### config.mk
export PLATFORM = sky130hd
export DESIGN_NAME = result_packer
export DESIGN_NICKNAME = d
export VERILOG_FILES = /design/src/rtl/result_packer_pkg.sv /design/src/rtl/rp_fifo.sv /design/src/rtl/result_packer.sv
export SDC_FILE = /design/constraint.sdc
export NUM_CORES = 1
export LEC_CHECK = 0
export CELL_PAD_IN_SITES_DETAIL_PLACEMENT = 0
export CELL_PAD_IN_SITES_GLOBAL_PLACEMENT = 1
export CORE_MARGIN = 3
export CORE_UTILIZATION = 40
export DETAILED_ROUTE_END_ITERATION = 8
export PLACE_DENSITY = 0.72
export SLEW_MARGIN = 10
export SYNTH_ARGS = -nofsm -noshare
export SYNTH_HDL_FRONTEND = slang
export SYNTH_SLANG_ARGS = --single-unit
### constraint.sdc
create_clock -name clk -period 4.2 [get_ports clk]
set_clock_uncertainty 0.15 [all_clocks]
set_input_delay 0.84 -clock clk [delete_from_list [all_inputs] [get_ports clk]]
set_output_delay 0.84 -clock clk [all_outputs]
set_load 0.02 [all_outputs]
### src/rtl/result_packer_pkg.sv
// Shared types and helpers for the result packer.
package result_packer_pkg;

    typedef enum logic {ST_LOW, ST_HIGH} rp_state_t;

    // Pointer width for a power-of-2 FIFO depth
    function automatic int unsigned ptr_width(input int unsigned depth);
        return $clog2(depth);
    endfunction

endpackage

### src/rtl/rp_fifo.sv
// Synchronous first-word-fall-through FIFO; rdata reads 0 while empty.
module rp_fifo
    import result_packer_pkg::*;
#(
    parameter int unsigned DW    = 18,
    parameter int unsigned DEPTH = 4
) (
    input  logic                   clk,
    input  logic                   rst,
    input  logic                   push,
    input  logic                   pop,
    input  logic                   flush,
    input  logic [DW-1:0]          wdata,
    output logic [DW-1:0]          rdata,
    output logic                   full,
    output logic                   empty,
    output logic [$clog2(DEPTH):0] count
);

    localparam int unsigned PW = ptr_width(DEPTH);
    localparam int unsigned CW = PW + 1;

    logic [DW-1:0] mem [DEPTH];
    logic [PW-1:0] wptr;
    logic [PW-1:0] rptr;
    logic          do_pop;
    logic          do_push;

    assign empty   = (count == CW'(0));
    assign full    = (count == CW'(DEPTH));
    assign do_pop  = pop && !empty && !flush;
    assign do_push = push && (!full || do_pop) && !flush;

    // Storage array; contents are only observed behind a valid head
    always_ff @(posedge clk) begin
        if (do_push) begin
            mem[wptr] <= wdata;
        end
    end

    // Pointers wrap naturally at DEPTH; occupancy tracks push/pop balance
    always_ff @(posedge clk or posedge rst) begin
        if (rst) begin
            wptr  <= '0;
            rptr  <= '0;
            count <= '0;
        end else if (flush) begin
            wptr  <= '0;
            rptr  <= '0;
            count <= '0;
        end else begin
            if (do_push) begin
                wptr <= wptr + PW'(1);
            end
            if (do_pop) begin
                rptr <= rptr + PW'(1);
            end
            if (do_push && !do_pop) begin
                count <= count + CW'(1);
            end else if (do_pop && !do_push) begin
                count <= count - CW'(1);
            end
        end
    end

    // Head entry presented directly, forced to 0 when nothing is stored
    always_comb begin
        rdata = '0;
        if (!empty) begin
            rdata = mem[rptr];
        end
    end

endmodule

### src/rtl/result_packer.sv
// Packs consecutive valid results in pairs into a FWFT FIFO.
// Optional feature: define RESULT_PACKER_PARITY_EN to add out_parity.
module result_packer
    import result_packer_pkg::*;
#(
    parameter int unsigned WIDTH     = 8,
    parameter int unsigned DEPTH     = 4,
    parameter int unsigned MUL_WIDTH = WIDTH * 2
) (
    input  logic                   clk,
    input  logic                   rst,
    input  logic                   in_valid,
    input  logic [WIDTH-1:0]       data_in,
    input  logic                   flag_in,
    input  logic                   flush,
    output logic [MUL_WIDTH-1:0]   out_data,
    output logic [1:0]             out_flags,
    output logic                   out_valid,
    input  logic                   out_ready,
    output logic [$clog2(DEPTH):0] count,
    output logic                   overflow
`ifdef RESULT_PACKER_PARITY_EN
    ,
    output logic                   out_parity
`endif
);

`ifdef RESULT_PACKER_PARITY_EN
    localparam int unsigned FW = MUL_WIDTH + 3;
`else
    localparam int unsigned FW = MUL_WIDTH + 2;
`endif

    rp_state_t          state;
    logic [WIDTH-1:0]   low_q;
    logic               lflag_q;

    logic               pair_done_c;
    logic               pop_c;
    logic               push_c;
    logic               full;
    logic               empty;
    logic [MUL_WIDTH-1:0] word_c;
    logic [1:0]         flags_c;
    logic [FW-1:0]      wdata;
    logic [FW-1:0]      rdata;

    assign word_c      = {data_in, low_q};
    assign flags_c     = {flag_in, lflag_q};
    assign out_valid   = !empty;
    assign pair_done_c = !flush && in_valid && (state == ST_HIGH);
    assign pop_c       = !flush && out_valid && out_ready;
    assign push_c      = pair_done_c && (!full || pop_c);

`ifdef RESULT_PACKER_PARITY_EN
    assign wdata      = {^word_c, flags_c, word_c};
    assign out_parity = rdata[MUL_WIDTH+2];
`else
    assign wdata      = {flags_c, word_c};
`endif
    assign out_data  = rdata[MUL_WIDTH-1:0];
    assign out_flags = rdata[MUL_WIDTH+1:MUL_WIDTH];

    // Pair-collection FSM: hold the first result until its partner arrives
    always_ff @(posedge clk or posedge rst) begin
        if (rst) begin
            state   <= ST_LOW;
            low_q   <= '0;
            lflag_q <= 1'b0;
        end else if (flush) begin
            state   <= ST_LOW;
            low_q   <= '0;
            lflag_q <= 1'b0;
        end else if (in_valid) begin
            if (state == ST_LOW) begin
                low_q   <= data_in;
                lflag_q <= flag_in;
                state   <= ST_HIGH;
            end else begin
                state   <= ST_LOW;
            end
        end
    end

    // Sticky record of a completed pair that found no room
    always_ff @(posedge clk or posedge rst) begin
        if (rst) begin
            overflow <= 1'b0;
        end else if (pair_done_c && full && !pop_c) begin
            overflow <= 1'b1;
        end
    end

    rp_fifo #(
        .DW    (FW),
        .DEPTH (DEPTH)
    ) u_fifo (
        .clk   (clk),
        .rst   (rst),
        .push  (push_c),
        .pop   (pop_c),
        .flush (flush),
        .wdata (wdata),
        .rdata (rdata),
        .full  (full),
        .empty (empty),
        .count (count)
    );

endmodule

# Yosys cells after proc, flatten, opt, wreduce, memory -nomap -nowiden
# Memories as Yosys holds them, arrays and structs flattened.
# Cells that the tools add are included.
[totals]
ff_bits = 18
ram_bits = 72
input_bits = 14
output_inout_bits = 23
word_cells = 60
mem_count = 1
[mem_list]
columns = ["name", "words", "width", "read_ports", "rd_ports_with_merged_regs", "wr", "line_no", "text"]
rows = [
  ["u_fifo.mem", 4, 18, 1, 0, 1, "rp_fifo.sv:23", "logic [DW-1:0] mem [DEPTH];"],
]
[classes]
addsub = 4
n_eq_ne = 2
muxes = 19
reduce_logical = 27
[ops]
columns = ["cell", "n"]
rows = [
  ["two-way mux 8 bit", 3],
  ["two-way mux 18 bit", 1],
  ["logical AND 1 bit", 13],
  ["two-way mux 3 bit", 3],
  ["two-way mux 1 bit", 8],
  ["two-way mux 2 bit", 4],
  ["logical NOT 1 bit", 6],
  ["nonzero test 2 bit", 3],
  ["adder 2 x 1 -> 2 bit (second input constant)", 2],
  ["adder 3 x 1 -> 3 bit (second input constant)", 1],
  ["== test 3 bit (second input constant)", 1],
  ["logical NOT 3 bit", 1],
  ["nonzero test 3 bit", 1],
  ["subtractor 3 x 1 -> 3 bit (second input constant)", 1],
  ["logical OR 1 bit", 2],
  ["inequality test 2 bit (second input constant)", 1],
  ["AND reduction 2 bit", 1],
]

# Logic depth before layout (Yosys ltp)
[logic_depth]
word_depth = 14
ltp_mapped = 9
ltp_nobuf = 8

# By module
# Synthesis repeated with hierarchy kept, for this count alone.
[hier_totals]
hier_cells = 226
area_unflattened_um2 = 3742.3
[modules_own_cells]
columns = ["mod", "instances", "cells_per_inst", "area_per_inst_um2", "seq_area_each_um2"]
rows = [
  ["rp_fifo", 1, 173, 3261.9, 2337.2],
  ["result_packer", 1, 53, 480.5, 275.3],
]

# Least setup slack after synthesis
# OpenSTA, ideal clock, no wires.
[synth_path]
kind = "input port to flip-flop"
start = "input flush"
end = "register u_fifo.count[2]"
setup_time_ns = 0.136
t_arrival_ns = 2.315
required_time_ns = 3.914
slack_ns = 1.599
cell_stages = 8
n_path_buf = 1
path_cell_list = "clkbuf_1 > nor2_1 > nand2_1 > a31oi_1 > fa_1 > or3_1 > a31oi_1 > a21oi_1"
[synth_between]
elab_chain_len = 11
elab_cells_between_ends = 19
classes_between = "mux: 2; reduce/logical: 17"
[synth_lines]
columns = ["element", "line_no", "text"]
rows = [
  ["start, declared", "result_packer.sv:15", "input logic flush,"],
  ["logical NOT 1 bit", "--", ""],
  ["logical AND 1 bit (2 in series)", "result_packer.sv:52", "assign pop_c = !flush && out_valid && out_ready;"],
  ["logical AND 1 bit (2 in series)", "rp_fifo.sv:31", "assign do_pop = pop && !empty && !flush;"],
  ["logical OR 1 bit", "rp_fifo.sv:32", "assign do_push = push && (!full || do_pop) && !flush;"],
  ["logical AND 1 bit (2 in series)", "rp_fifo.sv:32", ""],
  ["logical AND 1 bit / logical NOT 1 bit (equally long branches)", "rp_fifo.sv:58, rp_fifo.sv:60", ""],
  ["two-way mux 3 bit / logical AND 1 bit (equally long branches)", "rp_fifo.sv:58, rp_fifo.sv:60", ""],
  ["two-way mux 3 bit / nonzero test 3 bit (equally long branches)", "--", ""],
  ["end signal, assigned", "rp_fifo.sv:59", "count <= count + CW'(1);"],
  ["end signal, assigned", "rp_fifo.sv:61", "count <= count - CW'(1);"],
  ["end, declared", "rp_fifo.sv:17", "output logic [$clog2(DEPTH):0] count"],
]
# Parallel ways exist; a longest one is shown, timed or not.
# A chain may end at the register's enable or synchronous reset.

# Worst setup path in the final report
[layout_path]
start = "register u_fifo.rptr[1]"
end = "output out_data[3]"
[layout_between]
elab_chain_len = 2
[layout_lines]
columns = ["element", "line_no", "text"]
rows = [
  ["start, declared", "rp_fifo.sv:25", "logic [PW-1:0] rptr;"],
  ["start signal, assigned", "rp_fifo.sv:56", "rptr <= rptr + PW'(1);"],
  ["memory (4 x 18 bit)", "--", ""],
  ["two-way mux 18 bit", "rp_fifo.sv:69", "if (!empty) begin"],
  ["end, declared", "result_packer.sv:16", "output logic [MUL_WIDTH-1:0] out_data,"],
]
# No other way between the ends.

==> impl_metrics.json <==
{
  "drc": 0,
  "synth_edf_count": 72,
  "die_x_um": 102,
  "finalSetupViolCount": 0,
  "area_delta_synth_final_pct": 18.2,
  "period_share": 0.798,
  "worst_r2r_path_depth": 8,
  "synthArstFlopShare": 0.200,
  "cts_buffers": 9,
  "mostFrequentLayoutCell": "edfxtp_1",
  "reg2reg_slack_ps": 1970,
  "port_buffers": 36,
  "fin_tns_setup_ps": 0,
  "cp-start-kind": "register",
  "status": "completed",
  "placed_cells": 364,
  "mostFrequentLayoutCells": "72 x edfxtp_1, 36 x clkdlybuf4s50_1, 22 x nand2_1, 22 x and2_1",
  "syn-instance-count": 224,
  "clk_pin_slew_ps": 80,
  "drv_cap": 0,
  "insertion_delay_ps": 350,
  "cts_root_buf": "clkbuf_8",
  "syn_area_um2": 3700,
  "grt_max_degree": 22,
  "viasPerCell": 5.22,
  "ioPinCount": 37,
  "cts_hold_buf": 0,
  "stdcell_count": 380,
  "rows": 34,
  "p_leak_nw": 1.50,
  "peakVddDrop_uv": 370,
  "grt_pass1_vias": 2036,
  "firstDrtPassIters": 4,
  "endpoint": "out_data[3]",
  "max_freq_mhz": 298,
  "ys.flop_type": "edfxtp_1",
  "hold_viol": 0,
  "place_area_um2": 4200,
  "fin_area_um2": 4370,
  "cts_setup_buffers": 0,
  "initial_utilization": 0.418,
  "path_class": "register to output pin",
  "dieArea_um2": 10400,
  "synth.yosys.seq_area_share": 0.706,
  "worstMarginPinSlew_ps": 728,
  "postSynthAreaPerCell_um2": 16.5,
  "p_total_mw": 2.37,
  "ys_types": 34,
  "yosys-top-cells-area": "edfxtp_1 58%, dfrtp_1 12%, mux4_2 11%",
  "gr-usage-all-layers": 0.140,
  "wl_per_cell_um": 17.7,
  "diodes": 0,
  "end_kind": "output pin",
  "min_path_type": "register to register",
  "critPathMaxFanout": 12,
  "synth.net_count": 243,
  "drv_slew": 0,
  "grt_overflow": 0,
  "hpwlAfterDp_um": 4330,
  "reg2reg_from": "state",
  "critPathArrivalTime_ps": 2360,
  "synth-seq-cells": 90,
  "vias": 1985,
  "grt_pass1_wl_um": 10600,
  "core_area_um2": 8850,
  "cts_sinks": 90,
  "cts_resized": 0,
  "cts_max_level": 3,
  "synth_top_area_frac": 0.584,
  "rsz0062_at_grt": "false",
  "worstPathRequired_ps": 3210,
  "crit_start": "u_fifo.rptr[1]",
  "drtIter0Drc": 70,
  "power.density_nw_per_um2": 542,
  "die_h_um": 102,
  "synth_top_area_cell": "edfxtp_1",
  "antenna_found_initial": 0,
  "cts_tree": "done",
  "cts_buffer_depth": 2,
  "ant_nets": 0,
  "drt_wl_total_um": 6730,
  "ys.warnings.count": 0,
  "slew_headroom": 0.514,
  "nets": 286,
  "drive_gt1_frac": 0.158,
  "holdWs_ps": 316,
  "gp_congestion": 0.817,
  "period_minus_slack_ps": 3350,
  "timing.rr.end": "u_fifo.count[2]"
}
## state kept, by name, summed over array words and instances (netlist names)
| name | cells |
|---|---|
| low_q | 8 |
| u_fifo.rptr | 2 |
| overflow | 1 |
| state | 1 |
| u_fifo.wptr | 2 |
| u_fifo.count | 3 |
| u_fifo.mem | 72 |
| lflag_q | 1 |
## power breakdown
part           leakage (nW)  switching, mW  internal (mW)  total [mW]
Clock                0.0803          0.298          0.219       0.517
Combinational         0.516          0.404          0.412       0.815
Sequential            0.900         0.0414          0.995        1.04
## worst max-delay path, cell delays in order (launching register included)
cell and delay (ps):
dfrtp_1 720, buf_4 290, mux4_2 300, and2_1 160, clkdlybuf4s50_1 530
## metal layers
metal	part of all wire	global-route usage	vias up
met4	0.010	0.0414	0
li1	-	-	926
met3	0.044	0.0471	4
met2	0.50	0.235	47
met5	0	0	-
met1	0.44	0.173	1008
## cells by family after synthesis
family          Yosys count  share of synthesized area
simple gates             66                     0.0930
xor+xnor                  4                    0.00947
mux                      18                      0.110
flops                    90                      0.706
buf+inv                  18                     0.0203
fa+ha+maj                 5                     0.0189
compound gates           23                     0.0429
## per-stage QoR
stage                      util  setup slack, ps
after floorplan               -             1600
after global placement    0.475             1070
after detailed placement  0.475             1020
after CTS                 0.494              784
after global routing      0.494              725
final                     0.494              849
## cells in the mapped netlist (2+ instances only)
master	instances
dfrtp_1	18
xor2_1	2
or3_1	2
nor3_1	2
edfxtp_1	72
nand4_1	2
and2_1	22
clkbuf_1	6
xnor2_1	2
inv_1	6
a21o_1	3
nand2_1	22
ha_1	4
a31oi_1	2
a21oi_1	12
buf_2	5
nand3_1	2
nor2_1	7
mux4_2	18
## cell type report
class / instances / area, um^2
Fill cell: 750 / 4480
Sequential cell: 90 / 2610
Multi-Input combinational cell: 116 / 1010
Timing Repair Buffer: 44 / 420
Tap cell: 108 / 135
Clock buffer: 11 / 131
Clock inverter: 5 / 37.5
Inverter: 6 / 22.5
## worst min path at each step
stage,start,end,slack [ps],cells past startpoint
floorplan,low_q[0],u_fifo.mem[0][0],330,0
global placement,overflow,overflow,310,1
detailed placement,overflow,overflow,300,1
CTS,overflow,overflow,320,1
global route,overflow,overflow,350,1
finish,overflow,overflow,320,1
Note: power is estimated with default switching activity, not from simulation.
